### src/rtl/sample_tick_gen.sv
// Sample-rate tick generator with a single-outstanding sample fetch FSM.
// Optional tick counter: define SAMPLE_TICK_COUNT_EN to build tick_count.
module sample_tick_gen #(
  parameter int unsigned MIN_DIVISOR = 16
) (
  input  logic        clk,
  input  logic        reset,
  input  logic [31:0] clk_divisor,
  input  logic        enable,
  output logic        tick,
  output logic        rd_req,
  input  logic        rd_ack,
  input  logic [7:0]  rd_data,
  output logic [7:0]  sample_out,
  output logic        sample_valid,
  output logic        overrun,
  input  logic        clr_overrun,
  output logic [31:0] tick_count
);

  typedef enum logic {ST_IDLE, ST_WAIT} state_e;

  state_e      state_q, state_d;
  logic [31:0] cnt_q, cnt_d;
  logic        tick_q, tick_d;
  logic [7:0]  sample_out_q, sample_out_d;
  logic        sample_valid_q, sample_valid_d;
  logic        overrun_q, overrun_d;
  logic        overrun_set;
  logic [31:0] eff_div;
  logic        wrap;

  // >= compare lets a lowered divisor wrap at once instead of running to 2^32
  always_comb begin
    eff_div = (clk_divisor < 32'(MIN_DIVISOR)) ? 32'(MIN_DIVISOR) : clk_divisor;
    wrap    = enable && (cnt_q >= eff_div - 32'd1);
    cnt_d   = cnt_q;
    if (enable) cnt_d = wrap ? 32'd0 : cnt_q + 32'd1;
    tick_d  = wrap;
  end

  // Pausing masks a tick already registered so nothing is launched while paused
  assign tick = tick_q && enable;

  always_comb begin
    state_d        = state_q;
    sample_out_d   = sample_out_q;
    sample_valid_d = 1'b0;
    overrun_set    = 1'b0;
    rd_req         = 1'b0;
    case (state_q)
      ST_IDLE: begin
        if (tick) begin
          state_d = ST_WAIT;
          rd_req  = 1'b1;
        end
      end
      ST_WAIT: begin
        rd_req = 1'b1;
        if (rd_ack) begin
          sample_out_d   = rd_data;
          sample_valid_d = 1'b1;
          state_d        = tick ? ST_WAIT : ST_IDLE;
        end else if (tick) begin
          overrun_set = 1'b1;
        end
      end
      default: state_d = ST_IDLE;
    endcase
    overrun_d = overrun_set | (overrun_q & ~clr_overrun);
  end

  always_ff @(posedge clk) begin
    if (reset) begin
      state_q        <= ST_IDLE;
      cnt_q          <= '0;
      tick_q         <= 1'b0;
      sample_out_q   <= '0;
      sample_valid_q <= 1'b0;
      overrun_q      <= 1'b0;
    end else begin
      state_q        <= state_d;
      cnt_q          <= cnt_d;
      tick_q         <= tick_d;
      sample_out_q   <= sample_out_d;
      sample_valid_q <= sample_valid_d;
      overrun_q      <= overrun_d;
    end
  end

  assign sample_out   = sample_out_q;
  assign sample_valid = sample_valid_q;
  assign overrun      = overrun_q;

`ifdef SAMPLE_TICK_COUNT_EN
  logic [31:0] tick_count_q, tick_count_d;

  always_comb begin
    tick_count_d = tick_count_q;
    if (tick) tick_count_d = tick_count_q + 32'd1;
  end

  always_ff @(posedge clk) begin
    if (reset) tick_count_q <= '0;
    else       tick_count_q <= tick_count_d;
  end

  assign tick_count = tick_count_q;
`else
  assign tick_count = '0;
`endif

endmodule

### config.mk
export PLATFORM = sky130hd
export DESIGN_NAME = sample_tick_gen
export DESIGN_NICKNAME = d
export VERILOG_FILES = /design/src/rtl/sample_tick_gen.sv
export SDC_FILE = /design/constraint.sdc
export NUM_CORES = 1
export LEC_CHECK = 0
export CAP_MARGIN = 5
export CORE_UTILIZATION = 43
export CTS_BUF_LIST = sky130_fd_sc_hd__clkbuf_4 sky130_fd_sc_hd__clkbuf_8 sky130_fd_sc_hd__clkbuf_16
export DETAILED_ROUTE_END_ITERATION = 6
export PLACE_DENSITY = 0.84
export SLEW_MARGIN = 0
export SYNTH_ARGS = -nofsm -noshare
export SYNTH_HDL_FRONTEND = slang
export SYNTH_SLANG_ARGS = --single-unit
### constraint.sdc
create_clock -name clk -period 6.64 [get_ports clk]
set_clock_uncertainty 0.1 [all_clocks]
set_input_delay 1.328 -clock clk [delete_from_list [all_inputs] [get_ports clk]]
set_output_delay 1.328 -clock clk [all_outputs]
set_load 0.01 [all_outputs]
* Word level (Yosys, flattened, before mapping)
Cells that the tools add are included.
** Word-level totals
- Bits of input ports :: 45
- Output and inout port bits :: 44
- Register bits :: 44
- Word-level logic and storage cells :: 27
** Operators by class
- Add/sub/neg operators :: 2
- Reductions and logical operators :: 4
- Multiplexer cells :: 9
- Bitwise operators :: 4
- Magnitude comparators :: 2
** Operators by type and width (number)
- 2-to-1 mux 32 bit :: 2
- adder 32 x 1 -> 32 bit (second input constant) :: 1
- >= comparator 32 bit :: 1
- < comparator 32 x 5 -> 1 bit (second input constant) :: 1
- subtractor 32 x 1 -> 32 bit (second input constant) :: 1
- 2-to-1 mux 1 bit :: 5
- one-hot mux 1 bit (2 select lines) :: 2
- logical AND 1 bit :: 2
- inverter 1 bit :: 2
- AND reduction 2 bit :: 1
- OR reduction 2 bit :: 1
- AND 1 bit :: 1
- bitwise OR 1 bit :: 1

* Longest topological paths before layout
- Depth in word-level cells :: 6
- Gate-level depth with buffers :: 19
- Gate-level depth less buffers :: 18

* Least setup slack after synthesis
OpenSTA, ideal clock, no wires.
- Kind :: input to register
- Start point :: in clk_divisor[23]
- End point :: reg tick_q
- Stages on the path :: 19
- Setup slack :: 1.082 ns
- Arrival time :: 5.393 ns
- Setup time :: 0.066 ns
- Path buffers :: 1
- Cells stage by stage :: or4_1 -> nor4b_1 -> and2_1 -> nand2_1 -> nand2_1 -> ha_1 -> and2_1 -> nand2_1 -> or4_1 -> nor2_1 -> xnor2_1 -> ha_1 -> nand4_1 -> nor4_1 -> nand4_1 -> a2bb2oi_1 -> a21boi_0 -> clkbuf_1 -> nor2b_1
** Between the ends
- Cells in the longest elaborated chain, start to end :: 5
** Ends and longest elaborated chain
- from (decl) :: RTL line 8 : input logic [31:0] clk_divisor,
- < comparator 32 x 5 -> 1 bit :: RTL line 35 : eff_div = (clk_divisor < 32'(MIN_DIVISOR)) ? 32'(MIN_DIVISOR) : clk_divisor;
- 2-to-1 mux 32 bit (*) :: RTL line 35
- subtractor 32 x 1 -> 32 bit (*) :: RTL line 36 : wrap = enable && (cnt_q >= eff_div - 32'd1);
- >= comparator 32 bit (*) :: RTL line 36
- logical AND 1 bit (*) :: RTL line 36
- to (signal assigned) :: RTL line 84 : tick_q <= tick_d;
- to (decl) :: RTL line 25 : logic tick_q, tick_d;
Every way passes the cells marked *; elsewhere a longest branch is shown, timed or not.
A chain may end at the register's enable or synchronous reset.

* Worst setup path after layout
- Start point :: in clk_divisor[23]
- End point :: reg cnt_q[8]
** Between the ends
- Cells in the longest elaborated chain, start to end :: 6
** Ends and longest elaborated chain
- < comparator 32 x 5 -> 1 bit :: RTL line 35
- 2-to-1 mux 32 bit (*) :: RTL line 35
- subtractor 32 x 1 -> 32 bit (*) :: RTL line 36
- >= comparator 32 bit (*) :: RTL line 36
- logical AND 1 bit (*) :: RTL line 36
- 2-to-1 mux 32 bit (*) :: RTL line 38 : if (enable) cnt_d = wrap ? 32'd0 : cnt_q + 32'd1;
- to (signal assigned) :: RTL line 83 : cnt_q <= cnt_d;
- to (decl) :: RTL line 24 : logic [31:0] cnt_q, cnt_d;
Marked as above.

==> metrics.txt <==
Design Power=0.557 mW; H-tree depth=2; fin crit period=6.27 ns; Slew @ Worst Pin=1.09 ns; vias in the first global route=2915; drt pass-1 iters=4; most common cell after layout, fill and taps aside=clkdlybuf4s50_1; FILL cells=712; max cap viols=0; clock-pin slew on the worst setup and hold paths=0.08 ns; Reg area=~880 sq um; Hold Vio Cnt, Final=0; antenna violations before repair=0; Pleak=1.50 nW; startpoint types=input pin; worst vdd ir=a little under 0.09 mV; IO Pins=89; Slew Limit Fails=0; clk_lat worst skew=just over 0.3 ns; die area=8320 sq um; Post-CTS Hold Fix Bufs=0; final setup violating endpoints=0; cell count after synthesis=421; Core Area=7730 sq um; fmax=160 MHz; CTS resizes=0; WL final=7530 um; antenna-violating nets left=0; ant diodes=0; DRC errors left=0; buffer depth of the longest clock path=2; Critical Path, Cell by Cell=clkdlybuf4s50_1, or4_1, nor4b_1, and2_1, nand2_1, nand2_1, ha_1, and2_1, nand2_1, or4_1, nor2_1, xnor2_1, ha_1, nand4_1, nor4_1, nand4_1, a2bb2oi_1, a21boi_2, buf_12, nor3_1; vias per cell=5.33; Synth Area per Inst=8.13 sq um; first-pass GRT wire length=12500 um; Critical Path RT=6.71 ns; DR WL/cell=13.1 um; hpwl dp=5950 um; Post-synth EDFFs=0; Cell Area, Synth=roughly 3400 sq um; commonest non-fill, non-tap cells in the layout=clkdlybuf4s50_1 (56), dfxtp_1 (44), nor3_1 (41), nand2_1 (36); Cell variety after synth=42; ys async rst share=0; Most used DFF post-synth=dfxtp_1; kind of critical path=input pin to register; cell area after layout=4080 sq um; GP Congestion=0.823; Inserted Clock Buffers=5; CP max stage delay=0.68 ns; GR Overflow Total=0; Seq/Total Area, Yosys=0.257; TritonCTS clock tree=yes; Buf/Inv on CP=2; dpl cell area=3970 sq um; Starting Density=0.443; outcome=completed; multi-input logic area=2350 sq um; Critical Path Slowest Stage Cell=or4_1; RSZ-0062 raised after global routing=false; flops & latches, synth=44; Post-CTS Setup Repair Bufs=0; die height=91.2 um; Port Buffers=56; area grow syn2layout=19.3%; initial drt markers=105; ratio of cells with drive above 1 in the final layout=0.0403; via count=just over 3000; critical path's top delay family=simple AND/OR/NAND/NOR gates; pwr dens=137 nW/um^2; Worst Hold Class=register to register; fin nets=550; largest net degree at the start of global routing=45; DIE WIDTH=91.2 um; Max FO, Critical Path=30; Setup TNS=0 ns; row count=32; CP endpoint kind=register; CP most frequent cell=nand2_1; Rel. slew slack=0.269; final period utilization=0.944; WP data arrival=6.34 ns; clock tree sinks=44; Root Buffer=clkbuf_8; gr usage total=0.181; Yosys warning count=0
kinds of logic (layout without fill, tap and decap cells):
family	count (synthesis)	in the layout	share of synthesized area
and+or+nand+nor	190	190	0.305
xor gates and xnor gates	56	56	0.143
buffers and inverters	50	70	0.0903
AOI/OAI and AO/OA	46	46	0.0779
DFF	44	44	0.257
adders and majority gates	34	34	0.124
other	1	32	0.00110
Yosys cell counts (2+ instances only):
cell type	instances	area [sq um]
nand2_1	36	135
o31ai_1	2	15.0
clkbuf_1	14	52.6
o21ai_0	10	50.1
xor2_1	34	298
nand4_1	22	138
nand2b_1	6	37.5
a211oi_1	2	15.0
buf_4	32	240
nor2b_1	3	18.8
and4_1	6	52.6
nor4_1	10	62.6
and3_1	5	31.3
nor2_1	18	67.6
nor4b_1	2	17.5
or2_2	3	18.8
or3_1	3	18.8
a21oi_1	25	125
and2_1	4	25.0
dfxtp_1	44	881
nand3_1	17	85.1
nor3_1	41	205
xnor2_1	22	193
ha_1	34	425
nor3b_1	2	15.0
or4_1	6	45.0
inv_1	3	11.3
registers in the layout, summed over array words and instances, names as in the netlist:
signal,cells
cnt_q,32
state_q,1
sample_valid,1
tick_q,1
sample_out,8
overrun,1
power by group:
group	internal [mW]	total, mW	switching, mW
sequential	0.265	0.266	0.00142
clock	0.113	0.210	0.0962
combinational	0.0399	0.0818	0.0419
total	0.418	0.557	0.139
per-stage QoR:
stage          instances   util  hold slack (ns)  setup slack (ns)
5_1_grt              574  0.528            0.381            0.0295
3_5_place_dp         566  0.513            0.351             0.123
4_1_cts              574  0.528            0.363             0.436
2_1_floorplan        452      -            0.364              1.08
3_3_place_gp         566  0.513            0.344             0.277
6_report             574  0.528            0.358             0.372
path summary, 6_finish.rpt:
check,startpoint,endpoint,slack (ns),cells past startpoint
worst max register to register,cnt_q[27]$_SDFFE_PP0P_,cnt_q[8]$_SDFFE_PP0P_,4.12,8
worst min-delay path,sample_out[3]$_SDFFE_PP0P_,sample_out[3]$_SDFFE_PP0P_,0.36,2
worst min register to register,sample_out[3]$_SDFFE_PP0P_,sample_out[3]$_SDFFE_PP0P_,0.36,2
worst max-delay path,clk_divisor[23],cnt_q[8]$_SDFFE_PP0P_,0.37,20
layout make-up:
cell class	count	share of cell area
Timing Repair Buffer	59	0.146
Sequential cell	44	0.216
Clock inverter	3	0.0113
Multi-Input combinational cell	358	0.576
Tap cell	102	0.0313
Inverter	3	0.00276
Clock buffer	5	0.0169
worst min-delay path, delay by kind of cell, from the launching register on:
kind               cells  cell delay (ns)
DFF                    1             0.32
AOI/OAI and AO/OA      1             0.05
and+or+nand+nor        1             0.05
routing by layer:
| metal | part of all wire | track usage | vias to the layer above |
|---|---|---|---|
| li1 | - | - | 1564 |
| met2 | 0.50 | 0.328 | 58 |
| met5 | 0 | 0 | - |
| met1 | 0.46 | 0.216 | 1427 |
| met4 | 0.010 | 0.0463 | 0 |
| met3 | 0.029 | 0.0385 | 8 |
(Power assumes the default switching activity.)
==> patch 1, RTL diff (same settings) <==
Build with the macro `SAMPLE_TICK_COUNT_EN` defined.
--- a/src/rtl/sample_tick_gen.sv
+++ b/src/rtl/sample_tick_gen.sv
@@ -1,5 +1,7 @@
 // Sample-rate tick generator with a single-outstanding sample fetch FSM.
 // Optional tick counter: define SAMPLE_TICK_COUNT_EN to build tick_count.
+`define SAMPLE_TICK_COUNT_EN
+
 module sample_tick_gen #(
   parameter int unsigned MIN_DIVISOR = 16
 ) (
Function: no difference found for any inputs over 10 cycles, from zero or initial values and one cycle with reset high; that may be too few to reach the edited logic, so the function may still have changed.
==> patch 1 against the original RTL <==
Count of clock-buffer cells in the layout is 6 higher. Area after synthesis is 32% higher. Design area is 41% higher. Sequential cell count is 32 higher. Via count is 37% higher. Die area is 31% higher. Setup slack better by 0.38 ns. Power is 62% higher. Core utilization is 3.1 points higher. Wire length is 42% higher.
==> patch 1: results (changes against the original RTL) <==
netlist-cell-type-count: 44  # was 42
port-buffer-count: 88  # was 56
p_seq_mw: 0.458  # was 0.266 mW
num_vias: 4199  # was 3057
wl_um: 10700  # was 7530 um
synth_xor_xnor_area_share_pct: 16.3  # was 14.3%
synth-compound-area-share_pct: 6.83  # was 7.79%
intPower_mw: 0.692  # was 0.418 mW
crit_start: "clk_divisor[7]"  # was clk_divisor[23]
leakagePower_nw: 2.06  # was 1.50 nW
fin_nets: 726  # was 550
critPathArrivalTime_ns: 6.05  # was 6.34 ns
multi_input_gates: 456  # was 358
n_all_buffers: 91  # was 59
status: "finished clean"  # unchanged
cts_sinks: 76  # was 44
num-fill-cells: 941  # was 712
grt_pass1_vias: 3964  # was 2915
ff2ff_path_depth: 6  # was 8
track_usage_pct: 20.5  # was 18.1%
placedCellCount: 771  # was 566
whs_endpoint: "sample_out[5]"  # was sample_out[3]
grt_pass1_wl_um: 18300  # was 12500 um
drtIter0Drc: 183  # was 105
ys_top_cells_by_area: "dfxtp_1, xor2_1, ha_1"  # was dfxtp_1, ha_1, xor2_1
p_clk_mw: 0.362  # was 0.210 mW
[patch 1: cell types whose count changed after synthesis, sizes merged, moves of 11 or more]
cell and change:
nor3 -23, nor2 +77, nand2 +23, xor2 +17
buf -28, dfxtp +32, xnor2 +11, nand3 +12
[patch 1: routing by layer]
metal / vias up / wire length (um) / GRT usage, %
met3: 22 / 538 / 4.37
li1: 2114 / - / -
met1: 1930 / 5080 / 26.6
met4: 0 / 246 / 8.47
met5: - / 0 / 0
met2: 133 / 4860 / 33.0
[patch 1: critical path, stage by stage]
cell             delay, ns
clkdlybuf4s50_1       0.45
or4_4                 0.55
or3_1                 0.52
or3_1                 0.48
nand2_1               0.12
ha_1                  0.23
nand2_1               0.20
nor2_1                0.28
nand2_1               0.10
xor2_1                0.24
ha_1                  0.28
nand4_1               0.12
a211oi_1              0.05
a211oi_1              0.18
a21bo_2               0.27
a211o_1               0.26
buf_4                 0.23
nor2_1                0.13
==> patch 2, RTL diff (same settings) <==
Made on the original files. Take the reset off `sample_out_q` and load it in a clocked block of its own.
--- a/src/rtl/sample_tick_gen.sv
+++ b/src/rtl/sample_tick_gen.sv
@@ -75,17 +75,19 @@
       state_q        <= ST_IDLE;
       cnt_q          <= '0;
       tick_q         <= 1'b0;
-      sample_out_q   <= '0;
       sample_valid_q <= 1'b0;
       overrun_q      <= 1'b0;
     end else begin
       state_q        <= state_d;
       cnt_q          <= cnt_d;
       tick_q         <= tick_d;
-      sample_out_q   <= sample_out_d;
       sample_valid_q <= sample_valid_d;
       overrun_q      <= overrun_d;
     end
+  end
+
+  always_ff @(posedge clk) begin
+    sample_out_q <= sample_out_d;
   end
 
   assign sample_out   = sample_out_q;
Formal check against the unedited RTL: no difference found for any inputs over 10 cycles, from zero or initial values and one cycle with reset high; that may be too few to reach the edited logic, so the function may still have changed.
==> patch 2 against the original RTL <==
Wire length up 7.2%. Setup slack better by 0.10 ns. First-iteration DRC count up 17%. Power up 8.8%. Sequential cell count unchanged. Count of clock-buffer cells in the layout up 1. Area after synthesis up 0.11%. Highest routed layer unchanged. Largest cell class unchanged. Combinational power up 5.9%. Global-route usage up 2.0 points. Design area up 1.7%.
==> patch 2: results (changes against the original RTL) <==
status: "finished clean"  # unchanged
clockBufferDepth: 2  # unchanged
fin_nets: 529  # was 550
cp_top_family: "simple AND/OR/NAND/NOR gates"  # unchanged
place_area_um2: 4010  # was 3970 um^2
dpl.hpwl_um: 6320  # was 5950 um
grt_max_degree: 34  # was 45
max_slew.worst_pin.slew_ns: 0.980  # was 1.09 ns
clk_pin_slew_ns: 0.08  # about the same
wl_um: 8080  # was 7530 um
grt_pass1_vias: 2952  # was 2915
top_register: "cnt_q"  # unchanged
synth-main-ff-cell: "dfxtp_1"  # unchanged
fin_cells: 553  # was 574
dpl_worst_slack_ns: -0.0981  # was 0.123 ns
crit_slowest_cell: "clkdlybuf4s50_1"  # was or4_1
cts_buffers: 5  # unchanged
critPathArrivalTime_ns: 6.23  # was 6.34 ns
ys_warn_count: 0  # unchanged
grt_pass1_wl_um: 13600  # was 12500 um
ys_seq_area_share_pct: 28.1  # was 25.7%
layout-drive-gt1-share_pct: 5.99  # was 4.03%
leakagePower_nw: 1.55  # was 1.50 nW
clock_latency_ns: 0.30
hp-class: "register to register"  # unchanged
largest_register_ffs: 32  # unchanged
ys_top_cells_by_area: "dfxtp_1, ha_1, xor2_1"  # unchanged
antenna_cells: 0  # unchanged
async_flop_share_pct: 0  # unchanged
drtIter0Drc: 123  # was 105
htreeDepth: 2  # unchanged
dr.pass1.iters: 4  # unchanged
ctsRootBufferMaster: "clkbuf_8"  # unchanged
ctsResizeCount: 0  # unchanged
synth_cells: 390  # was 421
cp_max_fo: 27  # was 30
yosys-top-cells-count: "nor3_1, dfxtp_1, ha_1, buf_4, xor2_1"  # was dfxtp_1, nor3_1, nand2_1, ha_1, xor2_1
antenna_found_initial: 0  # unchanged
slowest_delay_ns: 0.52  # was 0.68 ns
irDropWorstVdd_v: 0.0000980  # was 0.0000876 V
place.gp.congestion: 0.810  # was 0.823
port-buffer-count: 56  # unchanged
viasPerCell: 5.48  # was 5.33
track_usage_pct: 20.1  # was 18.1%
synth_edf_count: 8  # was 0
netlist-cell-type-count: 49  # was 42
post_cts.repair.setup_buffers: 0  # unchanged
intPower_mw: 0.469  # was 0.418 mW
## patch 2: cell types whose count changed in the layout (fill, tap and decap cells not counted), moves of 4 or more
cell,change
dfxtp_1,-8
nor4_1,-4
nor4_2,+4
xor2_1,-4
nand2_1,-13
nor2_1,-8
a21oi_1,-8
edfxtp_1,+8
or4_1,-5
nor3_1,+4
## patch 2: path summary, 6_finish.rpt
check	from	endpoint	slack, ns	cells after the start
worst max register to register	cnt_q[0]	cnt_q[11]	4.10	8
worst max-delay path	clk_divisor[18]	cnt_q[11]	0.47	18
worst min register to register	overrun	overrun	0.39	2
worst min-delay path	overrun	overrun	0.39	2
## patch 2: stage by stage
stage               setup TNS [ns]  hold WS [ns]
finish                           0         0.391
global route                     0         0.424
CTS                              0         0.399
detailed placement           -2.05         0.384
global placement                 0         0.366
floorplan                        0         0.361
## patch 2: final cells by class
cell class,instances,area (um^2)
clock inverters,2,60.1
clock buffers,6,76.3
flip-flops and latches,44,961
repair buffers,62,618
fillers,713,3570
well taps,102,128
inverters,6,22.5
multi-input cells,331,2290
## patch 2: power groups by stage
stage	Sequential [mW]	Combinational [mW]	Clock [mW]
6_report	0.275	0.0866	0.245
3_3_place_gp	0.281	0.0840	0
5_1_grt	0.275	0.0959	0.257
4_1_cts	0.275	0.0863	0.246
3_5_place_dp	0.281	0.0858	0
2_1_floorplan	0.280	0.0551	0
## patch 2: worst min-delay path, stage by stage, from the launching register on
cell and delay (ns):
dfxtp_1 0.32, nand2b_1 0.07, a21oi_1 0.06
## patch 2: layer usage
layer / vias up / GRT usage (%) / wire [um]
li1: 1497 / - / -
met1: 1437 / 22.0 / 3380
met2: 86 / 38.6 / 4230
met3: 13 / 3.85 / 301
met4: 0 / 6.48 / 168
met5: - / 0 / 0
## patch 2: kinds of logic after synthesis
| family | synth area share (%) |
|---|---|
| flip-flops | 28.1 |
| XOR/XNOR | 14.1 |
| AO/OA/AOI/OAI | 7.64 |
| buffers and inverters | 8.88 |
| other | 0.110 |
| AND/OR/NAND/NOR | 28.5 |
| multiplexers | 0.292 |
| adder cells (fa/ha/maj) | 12.4 |
